**src/rtl/tlk2711_pkg.sv**
```systemverilog
// Shared definitions for the TLK2711 PS-side register path: bus widths,
// AXI response codes and the AXI-Lite bridge state encoding.
package tlk2711_pkg;

  localparam int unsigned REG_ADDR_W = 16;
  localparam int unsigned REG_DATA_W = 64;
  localparam int unsigned REG_STRB_W = REG_DATA_W / 8;

  localparam logic [1:0] RESP_OKAY   = 2'b00;
  localparam logic [1:0] RESP_SLVERR = 2'b10;

  typedef enum logic [2:0] {
    IDLE,
    WR_EXEC,
    WR_WAIT,
    WR_RESP,
    RD_WAIT,
    RD_RESP
  } bridge_state_e;

endpackage

```
**src/rtl/axil_reg_bridge.sv**
```systemverilog
// AXI4-Lite slave that serialises PS reads/writes onto the register manager's
// simple wen/ren register bus, honouring its fixed read and write latencies.
module axil_reg_bridge
  import tlk2711_pkg::*;
#(
  parameter int unsigned ADDR_WIDTH = REG_ADDR_W,
  parameter int unsigned DATA_WIDTH = REG_DATA_W,
  parameter int unsigned RD_LATENCY = 6,
  parameter int unsigned WR_LATENCY = 4
) (
  input  logic                      ps_clk,
  input  logic                      ps_rst_n,
  input  logic [ADDR_WIDTH-1:0]     s_axi_awaddr,
  input  logic                      s_axi_awvalid,
  output logic                      s_axi_awready,
  input  logic [DATA_WIDTH-1:0]     s_axi_wdata,
  input  logic [DATA_WIDTH/8-1:0]   s_axi_wstrb,
  input  logic                      s_axi_wvalid,
  output logic                      s_axi_wready,
  output logic [1:0]                s_axi_bresp,
  output logic                      s_axi_bvalid,
  input  logic                      s_axi_bready,
  input  logic [ADDR_WIDTH-1:0]     s_axi_araddr,
  input  logic                      s_axi_arvalid,
  output logic                      s_axi_arready,
  output logic [DATA_WIDTH-1:0]     s_axi_rdata,
  output logic [1:0]                s_axi_rresp,
  output logic                      s_axi_rvalid,
  input  logic                      s_axi_rready,
  output logic                      o_reg_wen,
  output logic [ADDR_WIDTH-1:0]     o_reg_waddr,
  output logic [DATA_WIDTH-1:0]     o_reg_wdata,
  output logic                      o_reg_ren,
  output logic [ADDR_WIDTH-1:0]     o_reg_raddr,
  input  logic [DATA_WIDTH-1:0]     i_reg_rdata
);

  localparam int unsigned STRB_W  = DATA_WIDTH / 8;
  localparam int unsigned MAX_LAT = (RD_LATENCY > WR_LATENCY) ? RD_LATENCY : WR_LATENCY;
  localparam int unsigned CNT_W   = $clog2(MAX_LAT + 1);
  localparam logic [ADDR_WIDTH-1:0] ALIGN_MASK = ADDR_WIDTH'(STRB_W - 1);
  localparam logic [CNT_W-1:0] WR_LAST = CNT_W'(WR_LATENCY - 1);
  localparam logic [CNT_W-1:0] RD_LAST = CNT_W'(RD_LATENCY - 1);

  bridge_state_e           state;
  logic                    aw_full, w_full, ar_full;
  logic [ADDR_WIDTH-1:0]   awaddr_q, araddr_q;
  logic [DATA_WIDTH-1:0]   wdata_q;
  logic [STRB_W-1:0]       wstrb_q;
  logic [CNT_W-1:0]        cnt;
  logic                    last_was_write;

  logic aw_hs, w_hs, ar_hs;
  logic grant_wr, grant_rd;
  logic strb_full;

  assign aw_hs     = s_axi_awvalid && s_axi_awready;
  assign w_hs      = s_axi_wvalid  && s_axi_wready;
  assign ar_hs     = s_axi_arvalid && s_axi_arready;
  assign strb_full = &wstrb_q;

  // Round-robin between a complete write and a pending read; writes win first.
  assign grant_wr = aw_full && w_full && (!ar_full || !last_was_write);
  assign grant_rd = ar_full && !grant_wr;

  always_ff @(posedge ps_clk) begin
    if (!ps_rst_n) begin
      state          <= IDLE;
      aw_full        <= 1'b0;
      w_full         <= 1'b0;
      ar_full        <= 1'b0;
      awaddr_q       <= '0;
      araddr_q       <= '0;
      wdata_q        <= '0;
      wstrb_q        <= '0;
      cnt            <= '0;
      last_was_write <= 1'b0;
      s_axi_awready  <= 1'b0;
      s_axi_wready   <= 1'b0;
      s_axi_arready  <= 1'b0;
      s_axi_bresp    <= RESP_OKAY;
      s_axi_bvalid   <= 1'b0;
      s_axi_rdata    <= '0;
      s_axi_rresp    <= RESP_OKAY;
      s_axi_rvalid   <= 1'b0;
      o_reg_wen      <= 1'b0;
      o_reg_waddr    <= '0;
      o_reg_wdata    <= '0;
      o_reg_ren      <= 1'b0;
      o_reg_raddr    <= '0;
    end else begin
      if (aw_hs) begin
        aw_full  <= 1'b1;
        awaddr_q <= s_axi_awaddr & ~ALIGN_MASK;
      end
      if (w_hs) begin
        w_full  <= 1'b1;
        wdata_q <= s_axi_wdata;
        wstrb_q <= s_axi_wstrb;
      end
      if (ar_hs) begin
        ar_full  <= 1'b1;
        araddr_q <= s_axi_araddr & ~ALIGN_MASK;
      end

      o_reg_wen <= 1'b0;

      case (state)
        IDLE: begin
          if (grant_wr) begin
            state          <= WR_EXEC;
            last_was_write <= 1'b1;
            s_axi_awready  <= 1'b0;
            s_axi_wready   <= 1'b0;
            s_axi_arready  <= 1'b0;
            // Partial strobes are refused outright: no bus write, SLVERR.
            o_reg_wen      <= strb_full;
            o_reg_waddr    <= awaddr_q;
            o_reg_wdata    <= wdata_q;
            s_axi_bresp    <= strb_full ? RESP_OKAY : RESP_SLVERR;
          end else if (grant_rd) begin
            state          <= RD_WAIT;
            last_was_write <= 1'b0;
            s_axi_awready  <= 1'b0;
            s_axi_wready   <= 1'b0;
            s_axi_arready  <= 1'b0;
            o_reg_ren      <= 1'b1;
            o_reg_raddr    <= araddr_q;
            cnt            <= '0;
          end else begin
            s_axi_awready  <= !(aw_full || aw_hs);
            s_axi_wready   <= !(w_full || w_hs);
            s_axi_arready  <= !(ar_full || ar_hs);
          end
        end

        WR_EXEC: begin
          cnt   <= '0;
          state <= WR_WAIT;
        end

        // Hold off the response until the register manager has absorbed the write.
        WR_WAIT: begin
          if (cnt == WR_LAST) begin
            s_axi_bvalid <= 1'b1;
            state        <= WR_RESP;
          end else begin
            cnt <= cnt + CNT_W'(1);
          end
        end

        WR_RESP: begin
          if (s_axi_bready) begin
            s_axi_bvalid  <= 1'b0;
            aw_full       <= 1'b0;
            w_full        <= 1'b0;
            s_axi_awready <= 1'b1;
            s_axi_wready  <= 1'b1;
            s_axi_arready <= !ar_full;
            state         <= IDLE;
          end
        end

        RD_WAIT: begin
          if (cnt == RD_LAST) begin
            o_reg_ren    <= 1'b0;
            s_axi_rdata  <= i_reg_rdata;
            s_axi_rresp  <= RESP_OKAY;
            s_axi_rvalid <= 1'b1;
            state        <= RD_RESP;
          end else begin
            cnt <= cnt + CNT_W'(1);
          end
        end

        RD_RESP: begin
          if (s_axi_rready) begin
            s_axi_rvalid  <= 1'b0;
            ar_full       <= 1'b0;
            s_axi_arready <= 1'b1;
            s_axi_awready <= !aw_full;
            s_axi_wready  <= !w_full;
            state         <= IDLE;
          end
        end

        default: state <= IDLE;
      endcase
    end
  end

endmodule

```
**config.mk**
```make
export PLATFORM = sky130hd
export DESIGN_NAME = axil_reg_bridge
export DESIGN_NICKNAME = d
export VERILOG_FILES = /design/src/rtl/tlk2711_pkg.sv /design/src/rtl/axil_reg_bridge.sv
export SDC_FILE = /design/constraint.sdc
export NUM_CORES = 1
export LEC_CHECK = 0
export ABC_AREA = 0
export CORE_MARGIN = 2
export CORE_UTILIZATION = 48
export DETAILED_ROUTE_END_ITERATION = 8
export DONT_BUFFER_PORTS = 1
export GPL_TIMING_DRIVEN = 0
export PLACE_DENSITY = 0.65
export SLEW_MARGIN = 20
export SYNTH_ARGS = -nofsm -noshare
export SYNTH_HDL_FRONTEND = slang
export SYNTH_SLANG_ARGS = --single-unit
```
**constraint.sdc**
```tcl
create_clock -name ps_clk -period 2.4 [get_ports ps_clk]
set_input_delay 0.12 -clock ps_clk [delete_from_list [all_inputs] [get_ports ps_clk]]
set_output_delay 0.12 -clock ps_clk [all_outputs]
set_load 0.01 [all_outputs]
```
==> summary.md <==
| Metric | Value |
|---|---|
| Number of nets with antenna violations after detailed routing | `0` |
| Dominant register cell in the synthesized netlist | `dfxtp_1` |
| Post-Synthesis Mean Instance Area | `8.432 um^2` |
| RSZ-0062 raised after global routing | `no` |
| Most used cells in the layout excluding fill and tap cells | `nand2_1 (509), dfxtp_1 (270), dlygate4sd3_1 (175)` |
| Starting DRC count in detailed routing | `402` |
| Sequential power share | `44.9%` |
| Reg-to-reg endpoint | `araddr_q[4]` |
| Net count, final | `1610` |
| Net switching share of the total power | `26.05%` |
| Post-synthesis xor/xnor area fraction | `0%` |
| Total gr overflow | `0` |
| Top cells by area, synth | `dfxtp_1 (53%), nand2_1 (19%), a21boi_0 (10%), a21boi_1 (7.5%), clkbuf_1 (2.2%)` |
| Register-to-register setup slack | `0.11 ns` |
| Proportion of power drawn by combinational gates | `13.9%` |
| Floorplan core area | `21020 um^2` |
| Critical path start-end classification | `reg -> reg` |
| Number of hold buffers added after CTS | `175` |
| Required time of the critical path | `2.89 ns` |
| Buf+Inv Stages, Crit Path | `2` |
| DP HPWL | `19.35 mm` |
| Adder-cell share of the synthesized area | `0.3655%` |
| Clock latency at the later pin of the worst-skew pair | `0.55 ns` |
| Commonest non-fill, non-tap cell in the layout | `nand2_1` |
| Number of antenna violations at the first check in global routing | `1` |
| DRC errors left | `0` |
| Beginning of the worst register-to-register path | `s_axi_arready` |
| Num ports | `346` |
| Main combinational cell family by area after synthesis | `simple AND/OR/NAND/NOR gates` |
| Met1 layer wirelength in the final routing | `11.75 mm` |
| Final weighted congestion of routability-driven global placement | `0.8442` |
| Clock buffer count from CTS | `29` |
| Summed instance area of the synthesized netlist | `10270 um^2` |
| Worst slew slack as a fraction of its limit | `45.76%` |
| Fraction of post-synthesis cell area in the top cell type by area | `52.63%` |
| WL met3 | `2.417 mm` |
| Count of final setup violators | `0` |
| Die width | `150.3 um` |
| Endpoint arrival time on the critical path | `2.78 ns` |
| Clock tree from TritonCTS | `built` |
| Area occupied by multi-input gates | `4380 um^2` |
| Vias | `8936` |
| Highest fanout seen on the critical path | `5` |
| Cell type with the highest occurrence count on the critical path | `dlygate4sd3_1` |
| Clock period minus final worst setup slack | `2.288 ns` |
| Unique cell type count in the Yosys netlist | `42` |
| Setup slack after placement | `0.2590 ns` |
| Reg area | `5405 um^2` |
| Cell-by-cell trace of the critical path | `and2_0 -> nand2_1 -> dlygate4sd3_1 -> a21boi_0 -> dlygate4sd3_1` |
| Clock slew seen by the registers of the worst setup and hold paths | `0.06 ns` |
| Total die area | `22580 um^2` |
| Fraction of the yosys area taken by sequential cells | `52.63%` |
| Internal cell power | `8.211 mW` |
| Final hold violations | `0` |
| Category of the worst setup path launch point | `flip-flop` |
| Largest net degree at the start of global routing | `15` |
| Skew final | `0.03055 ns` |
| Area added between synthesis and finish | `30.37%` |
| Worst path top cell family by delay | `buffers and inverters` |
| Fraction of synthesized area in multiplexers | `0.09747%` |
| Count of flip-flops with a built-in enable after synthesis | `0` |
| Cell type with the largest total area after synthesis | `dfxtp_1` |
| Maximum clock insertion buffer count | `3` |
| Critical path's largest stage delay | `0.58 ns` |
| First-pass iteration count of the detailed router | `5` |
| Number of filler instances in the final layout | `1788` |
| Setup Buffers After CTS | `0` |
| Placement Rows | `53` |
| Maximum Capacitance Violations | `0` |
| H-tree lvl count | `1` |
| Max-slew violation count | `0` |
| Worst R2R Path Depth | `5` |
| Path type of the worst min-delay path | `in -> reg` |
| Setup TNS after final layout | `0 ns` |
| Area fraction in compound gates after synthesis | `20.37%` |
| Power per cell area | `829.2 nW/um^2` |
| Switching power | `2.892 mW` |
| Worst ir drop on vdd | `0.6124 mV` |
| Async set-or-reset flop fraction in the synthesized netlist | `0%` |
| Min-Delay Startpoint | `s_axi_arvalid` |
| Actual transition at the worst max-transition pin | `0.8136 ns` |
| Yosys warning count | `0` |
| Top routing layer in use | `met4` |
| Smallest setup slack after layout | `0.1117 ns` |
| Number of resized instances in the post-cts repair step | `0` |
| Via density per instance | `5.165` |
| Ratio of final minimum period to clock period | `95.35%` |
| Hold Path Cell Cnt | `4` |
| Detail-routed net length per standard cell | `16.91 um` |
| Ratio of cells with drive above 1 in the final layout | `5.983%` |
| Number of buffers added on ports | `0` |
| Max frequency | `0.4370 GHz` |
| Root Driver | `clkbuf_16` |
| Wire length of the first global-routing pass | `44.50 mm` |
| Crit path capture type | `flip-flop` |
| CP max-delay cell | `dlygate4sd3_1` |
| Outcome | `completed` |
| Initial Utilization | `48.85%` |
| Clk pwr share | `41.1%` |
| Cells after synthesis | `1218` |
| Worst hold path endpoint | `s_axi_arready` |
| Total met2 wirelength after detailed routing | `14.12 mm` |
| Vias in the first global route | `8603` |
| Detailed-route wire length | `29.26 mm` |
| Vertical die dimension | `150.3 um` |
| Static Leak | `4.766 nW` |
| Yosys reg bits | `270` |
| Synthesized-area fraction occupied by and/or/nand/nor cells | `21.49%` |
| Aggregate global-route resource usage | `24.71%` |
| Clock sink count | `270` |
==> area by class of cell <==
| cell class | count | share of cell area, % |
|---|---|---|
| Clock inverter | 10 | 0.9906 |
| Buffer | 98 | 3.729 |
| Antenna cell | 1 | 0.01869 |
| Timing Repair Buffer | 175 | 13.08 |
| Clock buffer | 43 | 6.411 |
| Sequential cell | 270 | 40.37 |
| Multi-Input combinational cell | 854 | 32.72 |
| Tap cell | 275 | 2.570 |
| Inverter | 4 | 0.1121 |
==> cells in the mapped netlist, types with 4 or more instances <==
cell type	instances
buf_6	8
dfxtp_1	270
nand2_1	509
o21ai_0	18
buf_1	4
a21boi_1	102
nand3_1	16
inv_1	4
clkbuf_1	59
nor2_1	10
buf_2	12
o211a_1	4
nand4_1	6
a21boi_0	138
buf_4	15
==> power by group through the flow <==
stage	registers, mW	logic [mW]	clock network (mW)
floorplan	5.02	0.958	0
global placement	5.07	1.26	0
detailed placement	5.08	1.28	0
CTS	4.99	1.54	4.67
global route	5.02	1.74	4.82
finish	4.99	1.55	4.57
==> state kept, by name, summed over array words and instances (netlist names) <==
| register | count |
|---|---|
| s_axi_rvalid | 1 |
| o_reg_wen | 1 |
| last_was_write | 1 |
| cnt | 3 |
| awaddr_q | 13 |
| w_full | 1 |
| o_reg_raddr | 13 |
| s_axi_bvalid | 1 |
| s_axi_arready | 1 |
| s_axi_awready | 1 |
| wdata_q | 64 |
| araddr_q | 13 |
| o_reg_ren | 1 |
| s_axi_wready | 1 |
| s_axi_bresp | 1 |
| wstrb_q | 8 |
| o_reg_waddr | 13 |
| aw_full | 1 |
| state | 3 |
| s_axi_rdata | 64 |
| o_reg_wdata | 64 |
| ar_full | 1 |
==> logic make-up (layout without fill, tap and decap cells) <==
family | Yosys count | count (layout)
AO/OA/AOI/OAI | 282 | 282
adder cells (fa/ha/maj) | 3 | 3
buffers and inverters | 102 | 330
flip-flops | 270 | 270
multiplexers | 1 | 1
other | 1 | 10
AND/OR/NAND/NOR | 559 | 559
==> per-layer routing <==
metal | global-route usage, % | vias to the layer above
li1 | - | 4394
met2 | 42.23 | 312
met3 | 7.515 | 75
met1 | 29.35 | 4155
met5 | 0.2273 | -
met4 | 8.726 | 0
==> stage by stage <==
stage | utilization [%] | total power [mW] | hold WS [ns] | std cells | instance area, um^2
3_3_place_gp | 50.63 | 6.333 | 0.2568 | 1501 | 10640
6_report | 63.69 | 11.10 | 0.04476 | 1730 | 13390
5_1_grt | 63.69 | 11.58 | 0.07973 | 1730 | 13390
3_5_place_dp | 50.63 | 6.365 | 0.2630 | 1501 | 10640
4_1_cts | 63.68 | 11.20 | 0.03277 | 1729 | 13390
2_1_floorplan | - | 5.981 | 0.2548 | 1226 | 10300
==> how the worst max path moves through the flow <==
| stage | slack [ns] | from | cells after the start | end |
|---|---|---|---|---|
| floorplan | 0.94 | state[0] | 7 | o_reg_wdata[10] |
| global placement | 0.25 | s_axi_wready | 5 | wdata_q[61] |
| detailed placement | 0.26 | s_axi_wready | 5 | wdata_q[54] |
| CTS | 0.20 | s_axi_wready | 5 | wdata_q[62] |
| global route | 0.007 | s_axi_arready | 5 | araddr_q[15] |
| finish | 0.11 | s_axi_arready | 5 | araddr_q[4] |
==> tightest hold or removal path, delay by kind of cell <==
family             cells  cell delay, ns
AOI/OAI and AO/OA      1            0.13
and+or+nand+nor        3            0.29
No activity file was read; power rests on OpenSTA's default activity.
